===== config.mk =====
export PLATFORM = sky130hd
export DESIGN_NAME = opc_tx
export DESIGN_NICKNAME = d
export VERILOG_FILES = /design/src/rtl/opc_tx_pkg.sv /design/src/rtl/opc_tx_vc_credit_ctr.sv /design/src/rtl/opc_tx.sv
export SDC_FILE = /design/constraint.sdc
export NUM_CORES = 1
export LEC_CHECK = 0
export CORE_AREA = 2 2 94 96
export CTS_BUF_LIST = sky130_fd_sc_hd__clkbuf_8 sky130_fd_sc_hd__clkbuf_16
export DETAILED_ROUTE_END_ITERATION = 7
export DIE_AREA = 0 0 96 98
export MAX_ROUTING_LAYER = met4
export PLACE_DENSITY = 0.76
export SLEW_MARGIN = 20
export SYNTH_ARGS = -nofsm -noshare
export SYNTH_HDL_FRONTEND = slang
export SYNTH_HIERARCHICAL = 1
export SYNTH_SLANG_ARGS = --single-unit

===== constraint.sdc =====
create_clock -name clk -period 3.25 [get_ports clk]
set_input_delay 0.65 -clock clk [delete_from_list [all_inputs] [get_ports clk]]
set_output_delay 0.65 -clock clk [all_outputs]
set_load 0.02 [all_outputs]

===== src/rtl/opc_tx_pkg.sv =====
// Shared constants, types and the round-robin pick for the output-port
// transmitter. OPC_TX_CREDIT_BYPASS_EN is consumed by opc_tx.sv.
package opc_tx_pkg;

  localparam int NUM_VC         = 4;
  localparam int VC_INDEX_WIDTH = 3;
  localparam int VC_W           = VC_INDEX_WIDTH - 1;
  localparam int IR_DATA_WIDTH  = 32;
  localparam int PPV_POS        = 27;
  localparam int PPV_W          = 5;
  localparam int NUM_PORT       = 5;
  localparam int VC_DEPTH       = 4;
  localparam int CRED_W         = $clog2(VC_DEPTH + 1);

  typedef logic [VC_W-1:0]          vc_t;
  typedef logic [IR_DATA_WIDTH-1:0] flit_t;

  // First requesting VC at or after ptr; NUM_VC is a power of two so
  // the index wraps on its own.
  function automatic vc_t rr_pick(
    input logic [NUM_VC-1:0] req,
    input vc_t               ptr
  );
    vc_t  g;
    vc_t  c;
    logic hit;
    g   = ptr;
    hit = 1'b0;
    for (int i = 0; i < NUM_VC; i++) begin
      c = ptr + vc_t'(i);
      if (!hit && req[c]) begin
        g   = c;
        hit = 1'b1;
      end
    end
    return g;
  endfunction

endpackage


===== src/rtl/opc_tx_vc_credit_ctr.sv =====
// Per-VC credit counter: starts full, saturates at VC_DEPTH and flags a
// return that arrives while full.
module vc_credit_ctr
  import opc_tx_pkg::*;
(
  input  logic              clk,
  input  logic              rst,
  input  logic              inc,
  input  logic              dec,
  output logic [CRED_W-1:0] cnt,
  output logic              nz,
  output logic              ovf
);

  localparam logic [CRED_W-1:0] FULL = CRED_W'(VC_DEPTH);

  logic [CRED_W-1:0] cnt_q, cnt_d;

  always_comb begin
    cnt_d = cnt_q;
    ovf   = 1'b0;
    unique case ({inc, dec})
      2'b10: begin
        if (cnt_q == FULL) ovf = 1'b1;
        else cnt_d = cnt_q + 1'b1;
      end
      2'b01:   cnt_d = cnt_q - 1'b1;
      default: cnt_d = cnt_q;
    endcase
  end

  always_ff @(posedge clk or negedge rst) begin
    if (!rst) cnt_q <= FULL;
    else      cnt_q <= cnt_d;
  end

  assign cnt = cnt_q;
  assign nz  = (cnt_q != '0);

endmodule


===== src/rtl/opc_tx.sv =====
// Output-port transmitter: one-flit hold, round-robin VC pick, per-VC credits.
// Define OPC_TX_CREDIT_BYPASS_EN to let a same-cycle credit return be spent.
module opc_tx
  import opc_tx_pkg::*;
(
  input  logic              clk,
  input  logic              rst,
  input  logic              in_valid,
  input  flit_t             in_data,
  output logic              in_ready,
  input  logic [NUM_VC-1:0] credit_ret,
  output flit_t             data_out,
  output vc_t               vc_out,
  output logic              valid_out,
  output logic [NUM_VC-1:0] vc_avail,
  output logic              err_credit
);

  flit_t hold_q, hold_d;
  logic  hold_v_q, hold_v_d;
  vc_t   ptr_q, ptr_d;
  flit_t dout_q, dout_d;
  vc_t   vc_q, vc_d;
  logic  vld_q, vld_d;
  logic  err_q, err_d;

  logic [NUM_VC-1:0] nz, ovf, dec, elig;
  logic [CRED_W-1:0] cnt [NUM_VC];
  logic              launch, accept, is_null;
  vc_t               grant;

`ifdef OPC_TX_CREDIT_BYPASS_EN
  assign elig = nz | credit_ret;
`else
  assign elig = nz;
`endif

  assign launch   = hold_v_q & (|elig);
  assign grant    = rr_pick(elig, ptr_q);
  assign in_ready = ~hold_v_q | launch;
  assign accept   = in_valid & in_ready;
  assign is_null  = (in_data[PPV_POS +: PPV_W] == '0);

  for (genvar g = 0; g < NUM_VC; g++) begin : g_vc
    assign dec[g]      = launch & (grant == vc_t'(g));
    assign vc_avail[g] = (cnt[g] != '0);
    vc_credit_ctr u_ctr (
      .clk (clk),
      .rst (rst),
      .inc (credit_ret[g]),
      .dec (dec[g]),
      .cnt (cnt[g]),
      .nz  (nz[g]),
      .ovf (ovf[g])
    );
  end

  always_comb begin
    hold_d   = hold_q;
    hold_v_d = hold_v_q & ~launch;
    ptr_d    = ptr_q;
    dout_d   = '0;
    vc_d     = vc_q;
    vld_d    = 1'b0;
    err_d    = err_q | (|ovf);
    // Null flits are consumed here and never reach the link.
    if (accept) begin
      hold_d   = in_data;
      hold_v_d = ~is_null;
    end
    if (launch) begin
      ptr_d  = grant + vc_t'(1);
      dout_d = hold_q;
      vc_d   = grant;
      vld_d  = 1'b1;
    end
  end

  always_ff @(posedge clk or negedge rst) begin
    if (!rst) begin
      hold_q   <= '0;
      hold_v_q <= 1'b0;
      ptr_q    <= '0;
      dout_q   <= '0;
      vc_q     <= '0;
      vld_q    <= 1'b0;
      err_q    <= 1'b0;
    end else begin
      hold_q   <= hold_d;
      hold_v_q <= hold_v_d;
      ptr_q    <= ptr_d;
      dout_q   <= dout_d;
      vc_q     <= vc_d;
      vld_q    <= vld_d;
      err_q    <= err_d;
    end
  end

  assign data_out   = dout_q;
  assign vc_out     = vc_q;
  assign valid_out  = vld_q;
  assign err_credit = err_q;

endmodule


==> results.cfg, run 1 <==
[floorplanning]
num_rows = 34
fp.dieW_um = 96
io_pins = 80
coreArea_um2 = 8466
initial_core_util_pct = 44.84
dieArea_um2 = 9408
die_h_um = 98

[power_and_ir_drop]
switching_share_pct = 36.43
power_frac_clock_pct = 20.4
ir_drop_mv = 0.3322
power.internal_uw = 2237
pwr-share-seq_pct = 39.9
total_power_uw = 3519
pwr-share-comb_pct = 39.8
p_per_area_nw_per_um2 = 721.3
switchingPower_uw = 1282
p_leak_uw = 0.002133

[placed_design]
hpwlAfterDp_um = 5013
gp_congestion = 0.7569
portBuffers = 79
dp_slack_ps = 145.3

[route]
wl_met3_um = 496
via_per_inst = 5.121
routed_wl_um = 7561
dr.pass1.iters = 4
drcViolationCount = 0
antenna_left = 0
met2WireLength_um = 3571
first_iter_violations = 116
top_layer_used = met4
wl_met1_um = 3390
vias = 2540
wl_per_cell_um = 15.24

[critical_path]
start_kind = flop
r2r_setup_slack_ps = 210
worstReg2RegStart = g_vc[0].u_ctr/cnt[0]$_DFFE_PN0P_
rr_endpoint = g_vc[1].u_ctr/cnt[2]$_DFFE_PN1P_
cp-end-kind = output pin
crit_fanout = 7
r2r_cells = 10
required_ps = 2600
arrival_ps = 2480
critical_path_class = reg -> out

[final_layout]
diodes = 0
drive_gt1_share_pct = 18.56
area_growth_pct = 28.51
nets = 426
n_fill_cell = 692

[logic_synthesis]
ys_ff_latch = 83
syn-num-nets = 341
synth_area_um2 = 3796
ys_seq_area_share_pct = 54.85
synthFlopType = dfrtp_1
avgSynthCellArea_um2 = 12.74
synth_enable_flop_cells = 0
synth_cell_types = 43
syn_inst = 298
synth-async-reset-ratio_pct = 100.0
synth_warnings = 6

[timing]
tightest_slew_ps = 736.9
period_needed_ps = 3131
finalClockSkew_ps = 12.78
hold_violations = 0
tns_ps = 0
period_share_pct = 96.34
drv_slew = 0
setup_viol = 0
setup_ws_ps = 119.0
rsz0062_at_grt = no
slew_headroom_pct = 50.87
fmax_mhz = 319.4

[clock_network]
cts_root_buf = clkbuf_8
clock_latency_ps = 350
clkSinkCount = 83
clock_path_buffers = 2
path_clk_slew_ps = 90
ctsHtreeMaxLevel = 3
cts_buffers = 9
cts_tree = built

[grt]
antenna_found_initial = 0
grt.overflow.total = 0
grt_pass1_vias = 2611
grt_usage_pct = 17.50
grt_pass1_wl_um = 12480
grt_max_degree = 84

[min_path]
min_path_type = in -> async

[outcome]
outcome = finished clean

[job]
drv_cap = 0
worst max-delay path by stage:
stage | slack (ps) | to | from
6_report | 120 | in_ready | g_vc[0].u_ctr/cnt[0]$_DFFE_PN0P_
2_1_floorplan | 240 | g_vc[1].u_ctr/cnt[2]$_DFFE_PN1P_ | g_vc[2].u_ctr/cnt[0]$_DFFE_PN0P_
5_1_grt | 2 | g_vc[1].u_ctr/cnt[2]$_DFFE_PN1P_ | g_vc[0].u_ctr/cnt[0]$_DFFE_PN0P_
3_5_place_dp | 150 | g_vc[0].u_ctr/cnt[1]$_DFFE_PN0P_ | g_vc[2].u_ctr/cnt[0]$_DFFE_PN0P_
3_3_place_gp | 290 | g_vc[0].u_ctr/cnt[1]$_DFFE_PN0P_ | g_vc[2].u_ctr/cnt[0]$_DFFE_PN0P_
4_1_cts | 140 | g_vc[0].u_ctr/cnt[1]$_DFFE_PN0P_ | g_vc[2].u_ctr/cnt[0]$_DFFE_PN0P_
power by group through the flow:
| stage | Clock (uW) | Combinational [uW] | Sequential [uW] |
|---|---|---|---|
| 2_1_floorplan | 0 | 909 | 1410 |
| 3_3_place_gp | 0 | 1270 | 1400 |
| 3_5_place_dp | 0 | 1320 | 1420 |
| 4_1_cts | 743 | 1330 | 1400 |
| 5_1_grt | 789 | 1530 | 1440 |
| 6_report | 717 | 1400 | 1400 |
synthesized netlist by cell type (3+ instances only):
cell,number,area [um^2]
and2_1,32,200.2
mux2_2,3,33.78
or3_1,7,43.79
dfstp_2,4,105.1
a211oi_1,4,30.03
a21o_1,3,22.52
inv_1,15,56.30
o22a_1,4,35.03
nand2_1,12,45.04
buf_12,3,60.06
o21a_1,3,22.52
mux2_4,30,450.4
clkbuf_1,4,15.01
and3_1,4,25.02
dfrtp_1,79,1977
nand2b_1,5,31.28
nand2b_4,4,55.05
a21oi_1,3,15.01
o22ai_1,8,50.05
mux2i_1,3,30.03
nor2_1,6,22.52
fa_1,4,80.08
nor2b_1,10,62.56
o211ai_1,4,30.03
o21ai_0,19,95.09
nor4b_1,4,35.03
critical path: stages, from the launching register on:
cell and delay (ps):
dfrtp_1 440, or3_1 530, nor4_4 470, nand2_2 130
clkdlybuf4s50_1 580
cell type report:
class,count,area (um^2),share of cell area [%]
clock buffers,10,137.6,2.821
clock inverters,6,53.80,1.103
inverters,16,60.06,1.231
multi-input cells,188,1573,32.24
flip-flops and latches,83,2082,42.68
well taps,108,135.1,2.770
repair buffers,85,837.1,17.16
cell families after synthesis:
| group | Yosys count | synth area share, % |
|---|---|---|
| mux | 36 | 13.55 |
| simple gates | 94 | 15.82 |
| flops | 83 | 54.85 |
| compound gates | 52 | 8.800 |
| xor+xnor | 2 | 0.4615 |
| buf+inv | 27 | 4.416 |
| fa+ha+maj | 4 | 2.110 |
flip-flops by register name, summed over array words and instances, names as in the netlist:
register / cells
g_vc.u_ctr/cnt: 12
ptr_q: 2
data_out: 32
err_credit: 1
hold_q: 32
valid_out: 1
hold_v_q: 1
vc_out: 2
per-stage QoR:
stage	util, %	cell area, um^2	std cells	hold slack (ps)
finish	57.63	4878	496	326.8
global placement	54.91	4648	478	447.9
floorplan	-	3802	298	354.4
detailed placement	54.91	4648	478	468.6
CTS	57.17	4840	494	490.5
global route	57.63	4878	496	384.3
cell usage in the layout (no fill, tap or decap), types with 2 or more instances in the layout:
| master | count |
|---|---|
| inv_1 | 15 |
| o21ai_0 | 19 |
| a211oi_1 | 4 |
| a21o_1 | 3 |
| nand2b_1 | 5 |
| and3_1 | 3 |
| dfrtp_1 | 79 |
| nand2b_4 | 4 |
| buf_4 | 6 |
| mux2_2 | 3 |
| nor2b_1 | 10 |
| o21a_1 | 3 |
| clkdlybuf4s50_1 | 78 |
| o22ai_1 | 8 |
| dfstp_2 | 4 |
| a21oi_1 | 3 |
| nor4b_1 | 3 |
| and2_1 | 32 |
| clkbuf_8 | 10 |
| nor3b_1 | 2 |
| inv_6 | 3 |
| nor2_1 | 6 |
| nand2_1 | 12 |
| o211ai_1 | 4 |
| nor3_1 | 2 |
| o22a_1 | 4 |
| mux2_4 | 30 |
| fa_1 | 4 |
| or3_1 | 6 |
| mux2i_1 | 3 |
repair_timing:
| action | 4_1_cts | 5_1_grt |
|---|---|---|
| setup buffers | 0 | 2 |
| gates resized for setup | 0 | 4 |
| endpoints found under the setup margin | 0 | 5 |
| hold buffers | 0 | 0 |
metal layers:
layer,GRT usage (%),vias to the layer above
met5,-,-
met4,5.714,0
met3,5.556,10
met2,25.43,92
met1,23.31,1240
li1,-,1198
Note: power is estimated with default switching activity, not from simulation.
==> inputs of run 2 (changes only) <==
--- a/config.mk
+++ b/config.mk
@@ -5,12 +5,13 @@
 export SDC_FILE = /design/constraint.sdc
 export NUM_CORES = 1
 export LEC_CHECK = 0
-export CORE_AREA = 2 2 94 96
+export ABC_AREA = 1
+export CORE_AREA = 2 2 62 123
 export CTS_BUF_LIST = sky130_fd_sc_hd__clkbuf_8 sky130_fd_sc_hd__clkbuf_16
 export DETAILED_ROUTE_END_ITERATION = 7
-export DIE_AREA = 0 0 96 98
+export DIE_AREA = 0 0 64 125
 export MAX_ROUTING_LAYER = met4
-export PLACE_DENSITY = 0.76
+export PLACE_DENSITY = 0.84
 export SLEW_MARGIN = 20
 export SYNTH_ARGS = -nofsm -noshare
 export SYNTH_HDL_FRONTEND = slang
==> constraint.sdc (replaced) <==
create_clock -name clk -period 3.7 [get_ports clk]
set_input_delay 0.74 -clock clk [delete_from_list [all_inputs] [get_ports clk]]
set_output_delay 0.74 -clock clk [all_outputs]
set_load 0.02 [all_outputs]
==> results.cfg, run 2 <==
[critical_path]
crit_fanout = 4
arrival_ps = 2180
crit_path_frequent_cell = nand2_1
critPathLaunch = g_vc[0].u_ctr/cnt[0]$_DFFE_PN0P_
critical_path_class = reg -> out
required_ps = 2960
crit_chain = nor2_2 > nand2_1 > nor4_1 > nand2_1 > clkdlybuf4s50_1
start_kind = flop
cp-end-kind = output pin
max_stage_delay_ps = 580
worstReg2RegStart = ptr_q[0]$_DFFE_PN0P_
crit_family = simple AND/OR/NAND/NOR gates
cp_num_buf_inv = 1
crit_slowest_cell = clkdlybuf4s50_1

[timing]
rsz0062_at_grt = no
whs_ps = 438.6
fmax_mhz = 342.5
hold_violations = 0
setup_viol = 0
slew_headroom_pct = 51.49
finalClockSkew_ps = 4.874
drv_slew = 0
period_share_pct = 78.92
tightest_slew_ps = 727.7
period_needed_ps = 2920
tns_ps = 0

[clock_network]
ctsResizeCount = 0
cts_tree = built
post_cts_buffers = 0
holdBufCountCts = 0
clkSinkCount = 83
clock_path_buffers = 2
path_clk_slew_ps = 60
cts_buffers = 9
cts_root_buf = clkbuf_16
clock_latency_ps = 330
ctsHtreeMaxLevel = 3

[floorplanning]
die_h_um = 125
dieArea_um2 = 8000
io_pins = 80
coreArea_um2 = 7102
fp.dieW_um = 64
num_rows = 44
initial_core_util_pct = 53.37

[placed_design]
placed_cell_area_um2 = 4614
hpwlAfterDp_um = 4923
place_inst = 606
portBuffers = 79
gp_congestion = 0.8529

[job]
drv_cap = 0

[grt]
grt_usage_pct = 20.38
grt_pass1_wl_um = 12510
grt_max_degree = 84
grt_pass1_vias = 2888
grt.overflow.total = 0
antenna_found_initial = 0

[power_and_ir_drop]
p_per_area_nw_per_um2 = 722.0
p_leak_uw = 0.002542
ir_drop_mv = 0.4740

[route]
drcViolationCount = 0
vias = 2961
dr.pass1.iters = 4
antenna_left = 0
via_per_inst = 4.760
wl_per_cell_um = 11.56
routed_wl_um = 7193
first_iter_violations = 122

[final_layout]
final_cell_mix = 96 x nand2_1, 79 x dfrtp_1, 78 x clkdlybuf4s50_1
nets = 568
area_growth_pct = 29.71
multiInputGateArea_um2 = 1344
stdcell_count = 622
fin_area_um2 = 4916
n_fill_cell = 533
regArea_um2 = 2082
mostFrequentLayoutCell = nand2_1
diodes = 0
drive_gt1_share_pct = 13.21

[logic_synthesis]
synth-async-reset-ratio_pct = 100.0
synth_enable_flop_cells = 0
synth.largest_area_cell = dfrtp_1
synthTopCellsByArea = dfrtp_1 52%, nand2_1 9.6%, nor2_1 6.9%
synth_area_um2 = 3790
synthFlopType = dfrtp_1
syn-num-nets = 489
synth_warnings = 6
synth_top_area_share_pct = 52.16
ys_seq_area_share_pct = 54.94
synth_cell_types = 23
ys_ff_latch = 83
syn_inst = 446
avgSynthCellArea_um2 = 8.498
yosysMostFrequentCell = nand2_1
yosys-top-cells-count = 97 x nand2_1, 79 x dfrtp_1, 70 x nor2_1, 66 x inv_1, 26 x a21oi_1

[outcome]
outcome = finished clean

[min_path]
min_path_type = in -> async
## run 2: changes by cell type after synthesis, sizes merged, moves of 6 or more
cell,change
nand2,+110
o21ai,-11
nand3,+23
o22ai,-8
nor2,+72
nand2b,-9
and2,-33
a21oi,+27
mux2,-33
nor2b,-10
inv,+56
buf,+6
## run 2: layout make-up
cell class,instances,share of cell area (%)
Multi-Input combinational cell,278,27.34
Clock buffer,12,5.421
Sequential cell,83,42.35
Tap cell,92,2.342
Timing Repair Buffer,81,16.42
Inverter,72,5.498
Clock inverter,4,0.6363
## run 2: kinds of logic after synthesis
kind of cell / Yosys count / synth area share [%]
buf+inv: 85 / 9.673
simple gates: 236 / 27.86
fa+ha+maj: 4 / 2.113
compound gates: 38 / 5.414
flops: 83 / 54.94
## run 2: per-stage QoR
stage	setup slack (ps)	utilization [%]	power, uW
global placement	1059	64.98	2662
detailed placement	991.4	64.98	2703
floorplan	1316	-	2345
CTS	729.4	69.17	3575
finish	779.9	69.22	3549
global route	590.8	69.22	3850
## run 2: final timing paths
path	end	slack [ps]	cells past startpoint
max	in_ready	780	5
min	g_vc[2].u_ctr/cnt[1]$_DFFE_PN0P_	440	1
max reg2reg	g_vc[0].u_ctr/cnt[1]$_DFFE_PN0P_	950	17
min reg2reg	g_vc[1].u_ctr/cnt[2]$_DFFE_PN1P_	470	2
max in group asynchronous	hold_q[11]$_DFFE_PN0P_	2760	1
min in group clk	g_vc[1].u_ctr/cnt[2]$_DFFE_PN1P_	470	2
## run 2: per-layer routing
layer  vias up  wire length, um  global-route usage, %
li1       1497                -                      -
met1      1367             3247                  26.51
met2        86             3429                  31.37
met3        11              379                  3.867
met4         0              136                  8.184
met5         -                0                      -
## run 2: report_power, final
group	switching (uW)	internal, uW	total (uW)	leakage, uW
Clock	347	514	861	0.000150
Combinational	920	550	1470	0.00141
Sequential	134	1080	1220	0.000985
Total	1400	2150	3550	0.00254
